===== src/rtl/spi_burst_arb_pkg.sv =====
// Shared definitions for the SPI burst arbiter: FSM encoding, command-byte
// layout and field widths.
package spi_burst_arb_pkg;

   localparam int ADDR_W     = 7;
   localparam int LEN_W      = 4;
   localparam int CMD_RD_BIT = 7;

   typedef enum logic [2:0] {
      ST_IDLE,
      ST_ARB,
      ST_CMD,
      ST_DATA,
      ST_GAP,
      ST_FIN,
      ST_ABORT
   } state_t;

   function automatic logic [7:0] cmd_byte(input logic rw, input logic [ADDR_W-1:0] addr);
      logic [7:0] b;
      b = {1'b0, addr};
      b[CMD_RD_BIT] = rw;
      return b;
   endfunction

   function automatic logic [1:0] one_hot2(input logic idx);
      return {idx, ~idx};
   endfunction

endpackage


===== src/rtl/spi_rr_arb2.sv =====
// Two-way round-robin arbiter. The pointer remembers the client granted last
// and is only moved when the owning transaction finishes.
module spi_rr_arb2 (
   input  logic       clk,
   input  logic       rst,
   input  logic [1:0] req,
   input  logic       upd,
   input  logic       upd_idx,
   output logic [1:0] gnt
);

   logic last_q;

   // Reset pretends client 1 went last so client 0 wins the first tie.
   always_ff @(posedge clk) begin
      if (rst) begin
         last_q <= 1'b1;
      end else if (upd) begin
         last_q <= upd_idx;
      end
   end

   always_comb begin
      gnt = req;
      if (req == 2'b11) begin
         gnt = last_q ? 2'b01 : 2'b10;
      end
   end

endmodule


===== src/rtl/spi_burst_arb.sv =====
// Arbitrates two clients onto one SPI byte engine and sequences a command
// byte followed by Len data bytes, with inter-byte gaps and a per-byte timeout.
module spi_burst_arb
   import spi_burst_arb_pkg::*;
#(
   parameter logic [15:0] TIMEOUT_CYC = 16'd2048,
   parameter logic [3:0]  GAP_CYC     = 4'd1
) (
   input  logic        CLK,
   input  logic        RST,
   input  logic [1:0]  Req,
   input  logic [1:0]  Rw,
   input  logic [13:0] Addr,
   input  logic [7:0]  Len,
   input  logic [15:0] Wdat,
   output logic [1:0]  Wack,
   output logic [7:0]  Rdat,
   output logic [1:0]  Rvld,
   output logic [1:0]  Gnt,
   output logic [1:0]  Done,
   output logic [1:0]  Err,
   output logic        SPI_En,
   output logic [7:0]  SPI_Sbuf,
   input  logic [7:0]  SPI_Rbuf,
   input  logic        SPI_Dat_Rdy,
   input  logic        SPI_Rdy
);

   state_t            state_q, state_d;
   logic              cur_q;
   logic              rw_q;
   logic [ADDR_W-1:0] addr_q;
   logic [LEN_W-1:0]  cnt_q;
   logic [7:0]        dat_q;
   logic [15:0]       tmo_q;
   logic [3:0]        gap_q;
   logic [1:0]        arb_gnt;
   logic              busy_io;
   logic              ending;
   logic              tmo_hit;

   assign busy_io = (state_q == ST_CMD) || (state_q == ST_DATA);
   assign ending  = (state_q == ST_FIN) || (state_q == ST_ABORT);
   assign tmo_hit = (tmo_q == TIMEOUT_CYC - 16'd1);

   spi_rr_arb2 u_arb (
      .clk     (CLK),
      .rst     (RST),
      .req     (Req),
      .upd     (ending),
      .upd_idx (cur_q),
      .gnt     (arb_gnt)
   );

   always_comb begin
      state_d = state_q;
      unique case (state_q)
         ST_IDLE:  if ((|Req) && SPI_Rdy) state_d = ST_ARB;
         ST_ARB:   state_d = ST_CMD;
         ST_CMD: begin
            if (SPI_Dat_Rdy)  state_d = (cnt_q != '0) ? ST_GAP : ST_FIN;
            else if (tmo_hit) state_d = ST_ABORT;
         end
         ST_GAP:   if (gap_q == GAP_CYC - 4'd1) state_d = ST_DATA;
         ST_DATA: begin
            if (SPI_Dat_Rdy)  state_d = (cnt_q == LEN_W'(1)) ? ST_FIN : ST_GAP;
            else if (tmo_hit) state_d = ST_ABORT;
         end
         ST_FIN:   state_d = ST_IDLE;
         ST_ABORT: state_d = ST_IDLE;
         default:  state_d = ST_IDLE;
      endcase
   end

   always_ff @(posedge CLK) begin
      if (RST) begin
         state_q <= ST_IDLE;
         cur_q   <= 1'b0;
         rw_q    <= 1'b0;
         addr_q  <= '0;
         cnt_q   <= '0;
         dat_q   <= 8'h00;
         tmo_q   <= 16'd0;
         gap_q   <= 4'd0;
         Gnt     <= 2'b00;
         Wack    <= 2'b00;
         Rvld    <= 2'b00;
         Rdat    <= 8'h00;
      end else begin
         state_q <= state_d;
         Wack    <= 2'b00;
         Rvld    <= 2'b00;
         // Both counters restart whenever their state is (re)entered.
         tmo_q   <= busy_io ? tmo_q + 16'd1 : 16'd0;
         gap_q   <= (state_q == ST_GAP) ? gap_q + 4'd1 : 4'd0;
         if (state_q == ST_IDLE && state_d == ST_ARB) begin
            Gnt   <= arb_gnt;
            cur_q <= arb_gnt[1];
         end
         if (state_q == ST_ARB) begin
            rw_q   <= cur_q ? Rw[1] : Rw[0];
            addr_q <= cur_q ? Addr[13:7] : Addr[6:0];
            cnt_q  <= cur_q ? Len[7:4] : Len[3:0];
         end
         if (state_q == ST_GAP && state_d == ST_DATA) begin
            dat_q <= rw_q ? 8'h00 : (cur_q ? Wdat[15:8] : Wdat[7:0]);
            if (!rw_q) Wack <= one_hot2(cur_q);
         end
         if (state_q == ST_DATA && SPI_Dat_Rdy) begin
            cnt_q <= cnt_q - 1'b1;
            if (rw_q) begin
               Rdat <= SPI_Rbuf;
               Rvld <= one_hot2(cur_q);
            end
         end
         if (state_d == ST_FIN || state_d == ST_ABORT) Gnt <= 2'b00;
      end
   end

   always_comb begin
      SPI_En   = busy_io;
      SPI_Sbuf = 8'h00;
      if (state_q == ST_CMD)       SPI_Sbuf = cmd_byte(rw_q, addr_q);
      else if (state_q == ST_DATA) SPI_Sbuf = dat_q;
   end

   assign Done = (state_q == ST_FIN)   ? one_hot2(cur_q) : 2'b00;
   assign Err  = (state_q == ST_ABORT) ? one_hot2(cur_q) : 2'b00;

endmodule


===== config.mk =====
export PLATFORM = sky130hd
export DESIGN_NAME = spi_burst_arb
export DESIGN_NICKNAME = d
export VERILOG_FILES = /design/src/rtl/spi_burst_arb_pkg.sv /design/src/rtl/spi_rr_arb2.sv /design/src/rtl/spi_burst_arb.sv
export SDC_FILE = /design/constraint.sdc
export NUM_CORES = 1
export LEC_CHECK = 0
export CAP_MARGIN = 0
export CORE_MARGIN = 5
export CORE_UTILIZATION = 51
export DETAILED_ROUTE_END_ITERATION = 10
export PLACE_DENSITY_LB_ADDON = 0.08
export SLEW_MARGIN = 20
export SYNTH_ARGS = -nofsm -noshare
export SYNTH_HDL_FRONTEND = slang
export SYNTH_SLANG_ARGS = --single-unit

===== constraint.sdc =====
create_clock -name CLK -period 2.7 [get_ports CLK]
set_input_delay 0.81 -clock CLK [delete_from_list [all_inputs] [get_ports CLK]]
set_output_delay 0.81 -clock CLK [all_outputs]
set_load 0.01 [all_outputs]

## Word-level counts from Yosys, hierarchy flattened

Index checks and enable logic that the tools add are counted.

| word-level totals | value |
|---|---|
| word-level logic and storage cells | 74 |
| register bits after elaboration | 59 |
| input bits | 54 |

| operators by class | value |
|---|---|
| reduce and logical (&&, ||, !) cells | 18 |
| add/sub/neg operators | 3 |
| bitwise gates (word level) | 6 |
| muxes and demuxes | 21 |
| equal/unequal tests | 13 |

Operators by type and width:

| kind | count |
|---|---|
| two-way mux 8 bit | 4 |
| adder 16 x 1 -> 16 bit (second input constant) | 1 |
| equality test 16 x 11 -> 1 bit (second input constant) | 1 |
| equality test 3 bit (second input constant) | 5 |
| two-way mux 3 bit | 5 |
| one-hot mux 3 bit (5 select lines) | 1 |
| two-way mux 4 bit | 3 |
| equality test 3 x 2 -> 1 bit (second input constant) | 3 |
| two-way mux 2 bit | 4 |
| OR reduction 2 bit | 4 |
| two-way mux 7 bit | 1 |
| equality test 3 x 1 -> 1 bit (second input constant) | 2 |
| NOT 1 bit | 6 |
| OR reduction 3 bit | 2 |
| adder 4 x 1 -> 4 bit (second input constant) | 1 |
| equality test 4 x 1 -> 1 bit (second input constant) | 1 |
| logical AND 1 bit | 4 |
| logical NOT 4 bit | 1 |
| nonzero test 4 bit | 1 |
| subtractor 4 x 1 -> 4 bit (second input constant) | 1 |
| logical NOT 3 bit | 1 |
| logical OR 1 bit | 3 |
| two-way mux 1 bit | 3 |
| equality test 2 bit (second input constant) | 1 |
| other kinds (2) | 2 |

## Logic depth before layout (Yosys ltp)

Gate-level depths: netlist of the first run.

| logic depth | value |
|---|---|
| depth after elaboration | 8 |
| mapped depth | 7 |

## Hierarchy

From an unflattened synthesis of the first run, not the netlist that was laid out.

| unflattened totals | value |
|---|---|
| cells, all modules | 332 |
| area total of the unflattened synthesis | 2875.3 µm² |

Modules (own cells, without submodules):

| module | area an instance (µm²) | cells each | seq. area each (µm²) | times used |
|---|---|---|---|---|
| spi_burst_arb | 2816.5 | 325 | 1161.1 | 1 |
| spi_rr_arb2 | 58.8 | 7 | 20.0 | 1 |

## Least setup slack after synthesis of the first run

OpenSTA, ideal clock, no wires.

| timing path | value |
|---|---|
| path kind | reg2out |
| from | register cur_q |
| to | output port Err[0] |
| arrival time | 1129 ps |
| slack | 761 ps |
| stages on the path, launching flop included | 4 |
| cells stage by stage | dfxtp_1 buf_2 buf_2 nor4bb_1 |

| on the way | value |
|---|---|
| word-level cells in the longest chain between the ends | 2 |

Ends and longest elaborated chain:

| what | RTL line | source |
|---|---|---|
| from (decl) | spi_burst_arb.sv:30 | `logic cur_q;` |
| from (signal assigned) | spi_burst_arb.sv:98 | `cur_q <= arb_gnt[1];` |
| NOT 1 bit | spi_burst_arb_pkg.sv:27 | `return {idx, ~idx};` |
| two-way mux 2 bit | spi_burst_arb.sv:128 | `assign Err = (state_q == ST_ABORT) ? one_hot2(cur_q) : 2'b00;` |
| to (decl) | spi_burst_arb.sv:21 | `output logic [1:0] Err,` |

No other way between the ends.

## Final worst setup path of the first run

| timing path | value |
|---|---|
| from | register state_q[0] |
| to | output port SPI_Sbuf[3] |

| on the way | value |
|---|---|
| word-level cells in the longest chain between the ends | 3 |

Ends and longest elaborated chain:

| what | RTL line | source |
|---|---|---|
| from (decl) | spi_burst_arb.sv:29 | `state_t state_q, state_d;` |
| from (signal assigned) | spi_burst_arb.sv:90 | `state_q <= state_d;` |
| equality test 3 x 2 -> 1 bit | spi_burst_arb.sv:124 | `else if (state_q == ST_DATA) SPI_Sbuf = dat_q;` |
| two-way mux 8 bit | spi_burst_arb.sv:124 |  |
| two-way mux 8 bit (*) | spi_burst_arb.sv:123 | `if (state_q == ST_CMD) SPI_Sbuf = cmd_byte(rw_q, addr_q);` |
| to (decl) | spi_burst_arb.sv:23 | `output logic [7:0] SPI_Sbuf,` |

Mark *: on every way between the ends. The rest lies on a longest branch, timed or not.

==> impl_results.md, run 1 <==
* Vias in the first global route at 2407
* Cell Pwr Density at 497 mW/mm^2
* Crit path kind: reg -> out
* Fmax at 0.390 GHz
* Post-synthesis cell type count at 43
* Die width at 84.3 microns
* XOR/XNOR Fraction of Synth Area at 0.0560
* Layout cell share with drive strength beyond 1 at 0.0799
* P_sw at 477 uW
* CTS tree: done
* Top_reg_cell synth: dfxtp_1
* Setup Buffers After CTS at 0
* Synth Area in Adders at 0.0267
* Starting Density at 0.517
* Largest net degree at the start of global routing at 40
* Critical path cell sequence: buf_4, mux2i_1, nor2_1, clkdlybuf4s50_1
* Sw Ratio at 0.249
* WL final at 6430 microns
* Chip Height at 84.3 microns
* Post-DR wirelength/cell at 13.3 microns
* DRC at 0
* Sequential fraction of the synthesis area at 0.420
* Top Ports at 81
* Via count at 2464
* Vias/cell at 5.08
* Static Leakage at 0.00134 uW
* Yosys warns at 0
* Post-synthesis async set-or-reset flop share at 0
* Final core occ at 0.708
* Pins over their slew limit at 0
* Max-cap violations at 0
* Placed Area at 0.00367 sq mm
* Initial antenna violation count at 0
* Synth Area in Compound Gates at 0.101
* Worst setup path endpoint: SPI_Sbuf[3]
* R2r worst-path depth at 7
* Crit path DAT at 1.76 ns
* Clock Latency Late Sink at 0.33 ns
* HPWL Detailed at 4720 microns
* 1st-iter DRT viols at 63
* Synth top area share at 0.420
* Avg Cell Area, Syn at 8.55 sq um
* Min cycle time layout at 2.57 ns
* Overflow after GRT at 0
* Reg-to-Reg Start: state_q[0]
* Crit. End Element: output port
* Mapped Cells at 329
* # rows at 27
* Detailed-router iteration count before antenna repair at 4
* Filler cell count in the final layout at 477
* Critical-path maximum fanout at 8
* Clock share of power at 0.367
* CTS Buffer Depth at 2
* Synth Net Count at 389
* Worst slew pin tran at 0.568 ns
* Worst Skew at 0.0106 ns
* Final instance area at 0.00385 sq mm
* Total track usage at 0.186
* Hold Buf Count CTS at 0
* Slew Limit Headroom at 0.621
* Placer Congestion at 0.776
* Max incr delay on CP at 0.58 ns
* Cell taking the most area after synthesis: dfxtp_1
* Setup TNS at 0 ns
* Status: finished clean
* Worst-path clk slew at 0.06 ns
* Sequential Power Share at 0.482
* Worst reg2reg setup slack at 0.79 ns
* Worst VDD drop at 0.000422 V
* Diodes inserted at 0
* Largest family of logic cells by synthesized area: simple AND/OR/NAND/NOR gates
* Die footprint at 0.00710 sq mm
* Clock root cell: clkbuf_8
* Syn Std Cell Area at 0.00281 sq mm
* Multiplexer area fraction after synthesis at 0.104
* Std-Cell Core Area at 0.00544 sq mm
* CP Data Required Time at 1.89 ns
* Top cells by count, synth: dfxtp_1, nor2_1, mux2i_1
* Worst min path class: reg -> reg
* Slowest CP cell: clkdlybuf4s50_1
* Nets at 468
* CP Launch Type: flip-flop
* RR Endpoint: dat_q[1]
* CTS buffer count at 9
* PortBufs at 80
* Int Power at 1440 uW
* RSZ-0062 raised after global routing: false
* Sinks on Clock Net at 59
* First-pass GRT wire length at 10800 microns
* Setup Viol. Count Final at 0
* CP Launch Point: state_q[0]
* Ranking of synthesized cells by area: dfxtp_1, mux2i_1, nor2_1
* Post-synth EDFFs at 0
* Tcrit/Tclk final at 0.951
* H-Tree Level Count at 3
* Simple-Gate Fraction of Synth Area at 0.249
* Final ANT Viol Nets at 0
* Final Hold Violating Endpoints at 0
* Synth-to-Final Area Change at 36.8%
* Seq cells post-synth at 59
* Logic gate share of total power at 0.151
[worst max-delay path: cells and delay by family, from the launching register on]
family / cells / cell delay (ns)
buffers and inverters: 2 / 0.80
flip-flops: 1 / 0.44
multiplexers: 1 / 0.09
AND/OR/NAND/NOR: 1 / 0.10
[logic make-up after synthesis]
logic type,Yosys count
AND/OR/NAND/NOR,143
flip-flops,59
AO/OA/AOI/OAI,46
multiplexers,29
buffers and inverters,28
XOR/XNOR,18
adder cells (fa/ha/maj),6
[how the worst min path moves through the flow]
stage,from,endpoint,cells after the start,slack (ns)
final,Rdat[4],Rdat[4],2,0.45
after global routing,Rdat[7],Rdat[7],2,0.49
after CTS,Rdat[4],Rdat[4],2,0.46
after detailed placement,Rdat[4],Rdat[4],2,0.45
after global placement,tmo_q[0],tmo_q[0],1,0.44
after floorplan,gap_q[0],gap_q[0],1,0.43
[flip-flops by register name, summed over array words and instances, names as in the netlist]
| name | count |
|---|---|
| cur_q | 1 |
| dat_q | 8 |
| Rvld | 2 |
| Gnt | 2 |
| Rdat | 8 |
| addr_q | 7 |
| gap_q | 4 |
| state_q | 3 |
| rw_q | 1 |
| u_arb.last_q | 1 |
| Wack | 2 |
| cnt_q | 4 |
| tmo_q | 16 |
[metal layers]
| metal | wire length (microns) | track usage | vias to the layer above | share of wire |
|---|---|---|---|---|
| li1 | - | - | 1292 | - |
| met1 | 2890 | 0.216 | 1105 | 0.45 |
| met2 | 3010 | 0.320 | 57 | 0.47 |
| met3 | 420 | 0.0530 | 10 | 0.065 |
| met4 | 112 | 0.0789 | 0 | 0.017 |
| met5 | 0 | 0 | - | 0 |
[per-stage QoR]
| step | cells | setup slack (ns) | hold WS (ns) | power (uW) |
|---|---|---|---|---|
| detailed placement | 469 | 0.295 | 0.450 | 1230 |
| global route | 485 | 0.0401 | 0.489 | 2010 |
| finish | 485 | 0.133 | 0.454 | 1910 |
| CTS | 485 | 0.0162 | 0.458 | 1930 |
| floorplan | 329 | 0.761 | 0.430 | 1100 |
| global placement | 469 | 0.280 | 0.444 | 1230 |
[cell usage in the layout, fill, tap and decap left out, types with 5 or more instances in the layout]
master / count
nand3_1: 19
dfxtp_1: 57
xor2_1: 13
nor3_1: 12
clkbuf_8: 11
inv_1: 7
buf_4: 8
xnor2_1: 5
nand2_1: 22
a21oi_1: 26
clkdlybuf4s50_1: 80
nand2b_1: 6
mux2i_1: 28
ha_1: 6
a211oi_1: 9
nor2_1: 59
[power groups by stage]
| stage | Combinational (uW) | Clock (uW) | Sequential (uW) |
|---|---|---|---|
| floorplan | 170 | 0 | 932 |
| global placement | 286 | 0 | 939 |
| detailed placement | 290 | 0 | 940 |
| CTS | 292 | 715 | 922 |
| global route | 319 | 764 | 925 |
| finish | 290 | 702 | 922 |
[final cells by class]
class	instances	area, sq um	area share
tap	72	90.1	0.0234
multi-input combinational	242	1510	0.393
clock inverter	2	10.0	0.00260
timing repair buffer	88	861	0.224
sequential	59	1180	0.307
inverter	8	30.0	0.00780
clock buffer	14	163	0.0422
[what timing repair did]
action	4_1_cts	5_1_grt
setup endpoints to repair	11	8
cloned	0	0
resized for setup	2	2
Note: power is estimated with default switching activity, not from simulation.
==> run 2, diff against run 1 <==
GPL_TIMING_DRIVEN = 0   (was not set)
==> impl_results.md, run 2 (synthesis gave the netlist of run 1 again) <==
* Placer Congestion at 0.839
* Cell Pwr Density at 494 mW/mm^2
* Clock share of power at 0.361
* CTS buffer count at 9
* Logic gate share of total power at 0.160
* Tcrit/Tclk final at 0.972
* Int Power at 1440 uW
* Vias/cell at 5.18
* Hold Crit Start: Rdat[7]
* Synth-to-Final Area Change at 38.0%
* Status: finished clean
* RSZ-0062 raised after global routing: false
* PortBufs at 80
* Final ANT Viol Nets at 0
* Overflow after GRT at 0
* Slew Limit Headroom at 0.483
* Crit. End Element: output port
* Setup Viol. Count Final at 0
* Die footprint at 0.00710 sq mm
* Detailed-router iteration count before antenna repair at 4
* 1st-iter DRT viols at 130
* Fmax at 0.381 GHz
* Final core occ at 0.714
* Sinks on Clock Net at 59
* DRC at 0
* Worst setup margin at 0.0767 ns
* H-Tree Level Count at 3
* HPWL Detailed at 5230 microns
* Min cycle time layout at 2.62 ns
* Clock root cell: clkbuf_8
* Chip Height at 84.3 microns
* Std-Cell Core Area at 0.00544 sq mm
* Number of flip-flops in the largest register at 16
* Pins over their slew limit at 0
* CTS tree: done
* Hold Slack at 0.455 ns
* Top Ports at 81
* WL final at 6920 microns
* Top reg by flops: tmo_q
* Biggest regs: tmo_q (16), Rdat (8), dat_q (8)
* Post-DR wirelength/cell at 13.9 microns
* Diodes inserted at 0
* Filler cell count in the final layout at 457
* Setup Buffers After CTS at 0
* Clock Latency Late Sink at 0.32 ns
* Overall power at 1920 uW
* CP Launch Type: flip-flop
* Total track usage at 0.200
* # rows at 27
* Starting Density at 0.517
* Sw Ratio at 0.249
* P_sw at 477 uW
* Setup TNS at 0 ns
* Via count at 2569
* Commonest non-fill, non-tap cell in the layout: clkdlybuf4s50_1
* Worst-path clk slew at 0.06 ns
* Nets at 479
* Initial antenna violation count at 0
* Worst Skew at 0.00819 ns
* Critical-path maximum fanout at 10
* Worst slew pin tran at 0.776 ns
* Max-cap violations at 0
* Most frequent cells in the layout: clkdlybuf4s50_1, nor2_1, dfxtp_1
* Pre-CTS setup slack at 0.170 ns
* Crit path kind: reg -> out
* CTS Buffer Depth at 2
* Vias in the first global route at 2558
* Reg-to-Reg Start: tmo_q[0]
* Worst min path class: reg -> reg
* Sequential Power Share at 0.479
* Static Leakage at 0.00136 uW
* First-pass GRT wire length at 11600 microns
* Die width at 84.3 microns
* Worst VDD drop at 0.000293 V
* Final Hold Violating Endpoints at 0
* CP Launch Point: state_q[0]
* Layout cell share with drive strength beyond 1 at 0.0778
* CP Data Required Time at 1.89 ns
* Largest net degree at the start of global routing at 11
* Crit path DAT at 1.81 ns
* Worst reg2reg setup slack at 0.91 ns
[run 2: changes by cell type in the layout (fill, tap and decap cells not counted), sizes merged]
| cell | delta |
|---|---|
| clkbuf | +10 |
| buf | +1 |
[run 2: through the flow]
| stage | instance area, sq um | std cells |
|---|---|---|
| floorplan | 2810 | 329 |
| global placement | 3700 | 481 |
| detailed placement | 3700 | 481 |
| CTS | 3890 | 497 |
| global route | 3880 | 496 |
| finish | 3880 | 496 |
[run 2: power by group through the flow]
stage | clock (uW) | combinational, uW | sequential [uW]
floorplan | 0 | 170 | 932
global route | 746 | 337 | 921
CTS | 702 | 310 | 917
global placement | 0 | 301 | 935
finish | 693 | 307 | 918
detailed placement | 0 | 307 | 936
[run 2: path summary, 6_finish.rpt]
kind,to,depth (start not counted)
max,Err[0],4
min,Rdat[7],2
max reg2reg,Gnt[0],6
min reg2reg,Rdat[7],2
[run 2: worst max-delay path, stage by stage, from the launching register on]
cell             delay (ns)
dfxtp_1                0.30
buf_4                  0.16
buf_4                  0.20
nor4bb_1               0.26
clkdlybuf4s50_1        0.58
[run 2: area by class of cell]
cell class                      instances  area (sq um)  area share
Clock inverter                          2          10.0     0.00258
Clock buffer                           14           163      0.0419
Inverter                                8          30.0     0.00773
Tap cell                               72          90.1      0.0232
Buffer                                 19          96.3      0.0248
Multi-Input combinational cell        242          1510       0.389
Sequential cell                        59          1180       0.305
Timing Repair Buffer                   80           801       0.206
[run 2: routing by layer]
metal  part of all wire  GRT usage
met4              0.012     0.0658
met3              0.069     0.0481
met5                  0          0
met1               0.43      0.240
met2               0.49      0.349
[run 2: what timing repair did]
action / 4_1_cts / 5_1_grt
hold buffers: 0 / 0
resized for setup: 4 / 2
endpoints found under the setup margin: 5 / 12
==> run 3, diff against run 2 <==
PLACE_DENSITY = 0.9   (was not set)
PLACE_DENSITY_LB_ADDON = not set   (was 0.08)
REMOVE_ABC_BUFFERS = 1   (was not set)
TNS_END_PERCENT = 10   (was not set)
==> impl_results.md, run 3 (synthesis gave the netlist of run 1 again) <==
* Starting Density at 0.517
* Worst slew pin tran at 0.738 ns
* Number of flip-flops in the largest register at 16
* Sw Ratio at 0.248
* CP Launch Type: flip-flop
* Commonest non-fill, non-tap cell in the layout: clkdlybuf4s50_1
* Pins over their slew limit at 0
* 1st-iter DRT viols at 173
* Logic gate share of total power at 0.140
* Crit. End Element: output port
* Cell Pwr Density at 521 mW/mm^2
* Filler cell count in the final layout at 433
* CTS tree: done
* Status: finished clean
* Clock root cell: clkbuf_8
* Nets at 463
* H-Tree Level Count at 3
* Setup Viol. Count Final at 0
* Critical-path maximum fanout at 29
* Hold Slack at 0.455 ns
* Most frequent cells in the layout: clkdlybuf4s50_1, nor2_1, dfxtp_1
* Static Leakage at 0.00133 uW
* GR Util met2 at 0.367
* Biggest regs: tmo_q (16), Rdat (8), dat_q (8)
* WL final at 7290 microns
* Vias in the first global route at 2739
* Busiest layer in global routing: met2
* Crit path DAT at 1.85 ns
* Final Hold Violating Endpoints at 0
* Clock share of power at 0.392
* Overflow after GRT at 0
* Worst-path clk slew at 0.07 ns
* Fmax at 0.376 GHz
* Layout cell share with drive strength beyond 1 at 0.0835
* Int Power at 1510 uW
* Final instance area at 0.00385 sq mm
* Largest net degree at the start of global routing at 41
* Vias/cell at 5.39
* Tcrit/Tclk final at 0.984
* Synth-to-Final Area Change at 36.9%
* CTS Buffer Depth at 2
* Initial antenna violation count at 0
* Met1 GRT Util at 0.227
* Clock Latency Late Sink at 0.33 ns
* RSZ-0062 raised after global routing: true
* Final ANT Viol Nets at 0
* Placed Area at 0.00361 sq mm
* HPWL Detailed at 4930 microns
* Worst reg2reg setup slack at 0.63 ns
* Chip Height at 84.3 microns
* Overall power at 2010 uW
* P_sw at 499 uW
* Worst Skew at 0.00886 ns
* Top reg by flops: tmo_q
* Max-cap violations at 0
* Placer Congestion at 0.761
* Worst min path class: reg -> reg
* # rows at 27
* Final core occ at 0.709
* Diodes inserted at 0
* Crit path kind: reg -> out
* CP Data Required Time at 1.89 ns
* Min cycle time layout at 2.66 ns
* CTS buffer count at 9
* Sequential Power Share at 0.469
* Via count at 2583
* Worst VDD drop at 0.000269 V
* Post-DR wirelength/cell at 15.2 microns
* Total track usage at 0.206
* Sinks on Clock Net at 59
* Top Ports at 81
* Slew Limit Headroom at 0.508
* Die width at 84.3 microns
* Std-Cell Core Area at 0.00544 sq mm
* Die footprint at 0.00710 sq mm
* Detailed-router iteration count before antenna repair at 4
* First-pass GRT wire length at 12000 microns
* DRC at 0
* Met3 Resource Use GR at 0.0520
* PortBufs at 80
run 3: final timing paths:
check | from | depth (start not counted) | to
worst max-delay path | cur_q | 2 | Err[0]
worst min register to register | Rdat[2] | 2 | Rdat[2]
worst max register to register | state_q[2] | 6 | Rdat[3]
worst min-delay path | Rdat[2] | 2 | Rdat[2]
run 3: critical path, stage by stage (launching register included):
cell and delay [ns]:
dfxtp_4 0.49, nor4bb_1 0.41, clkdlybuf4s50_1 0.61
run 3: power groups by stage:
stage	Combinational (uW)	Clock (uW)	Sequential [uW]
5_1_grt	306	837	946
6_report	280	786	941
4_1_cts	260	786	947
2_1_floorplan	130	0	953
3_5_place_dp	255	0	965
3_3_place_gp	251	0	963
run 3: cell type report:
| type | count | area [sq um] | area share |
|---|---|---|---|
| sequential | 59 | 1190 | 0.309 |
| tap | 72 | 90.1 | 0.0234 |
| multi-input combinational | 242 | 1510 | 0.393 |
| clock inverter | 1 | 5.00 | 0.00130 |
| clock buffer | 14 | 193 | 0.0500 |
| inverter | 8 | 30.0 | 0.00779 |
| timing repair buffer | 83 | 831 | 0.216 |
run 3: routing by layer:
metal / vias up / part of all wire / wire, microns
met1: 1204 / 0.39 / 2860
met3: 19 / 0.062 / 453
met5: - / 0 / 0
met4: 0 / 0.029 / 208
met2: 89 / 0.52 / 3760
li1: 1271 / - / -
run 3: repair_timing:
action / in CTS / in global routing
buffers inserted: 0 / 3
hold buffers: 0 / 0
gates resized for setup: 4 / 4
endpoints found under the setup margin: 13 / 13
run 3: per-stage QoR:
step	TNS, ns	setup WS, ns	std cells
5_1_grt	-0.0720	-0.0549	479
6_report	0	0.0424	479
3_5_place_dp	-0.100	-0.0539	461
4_1_cts	-0.561	-0.0806	476
2_1_floorplan	0	0.521	309
3_3_place_gp	-7.29	-0.399	461
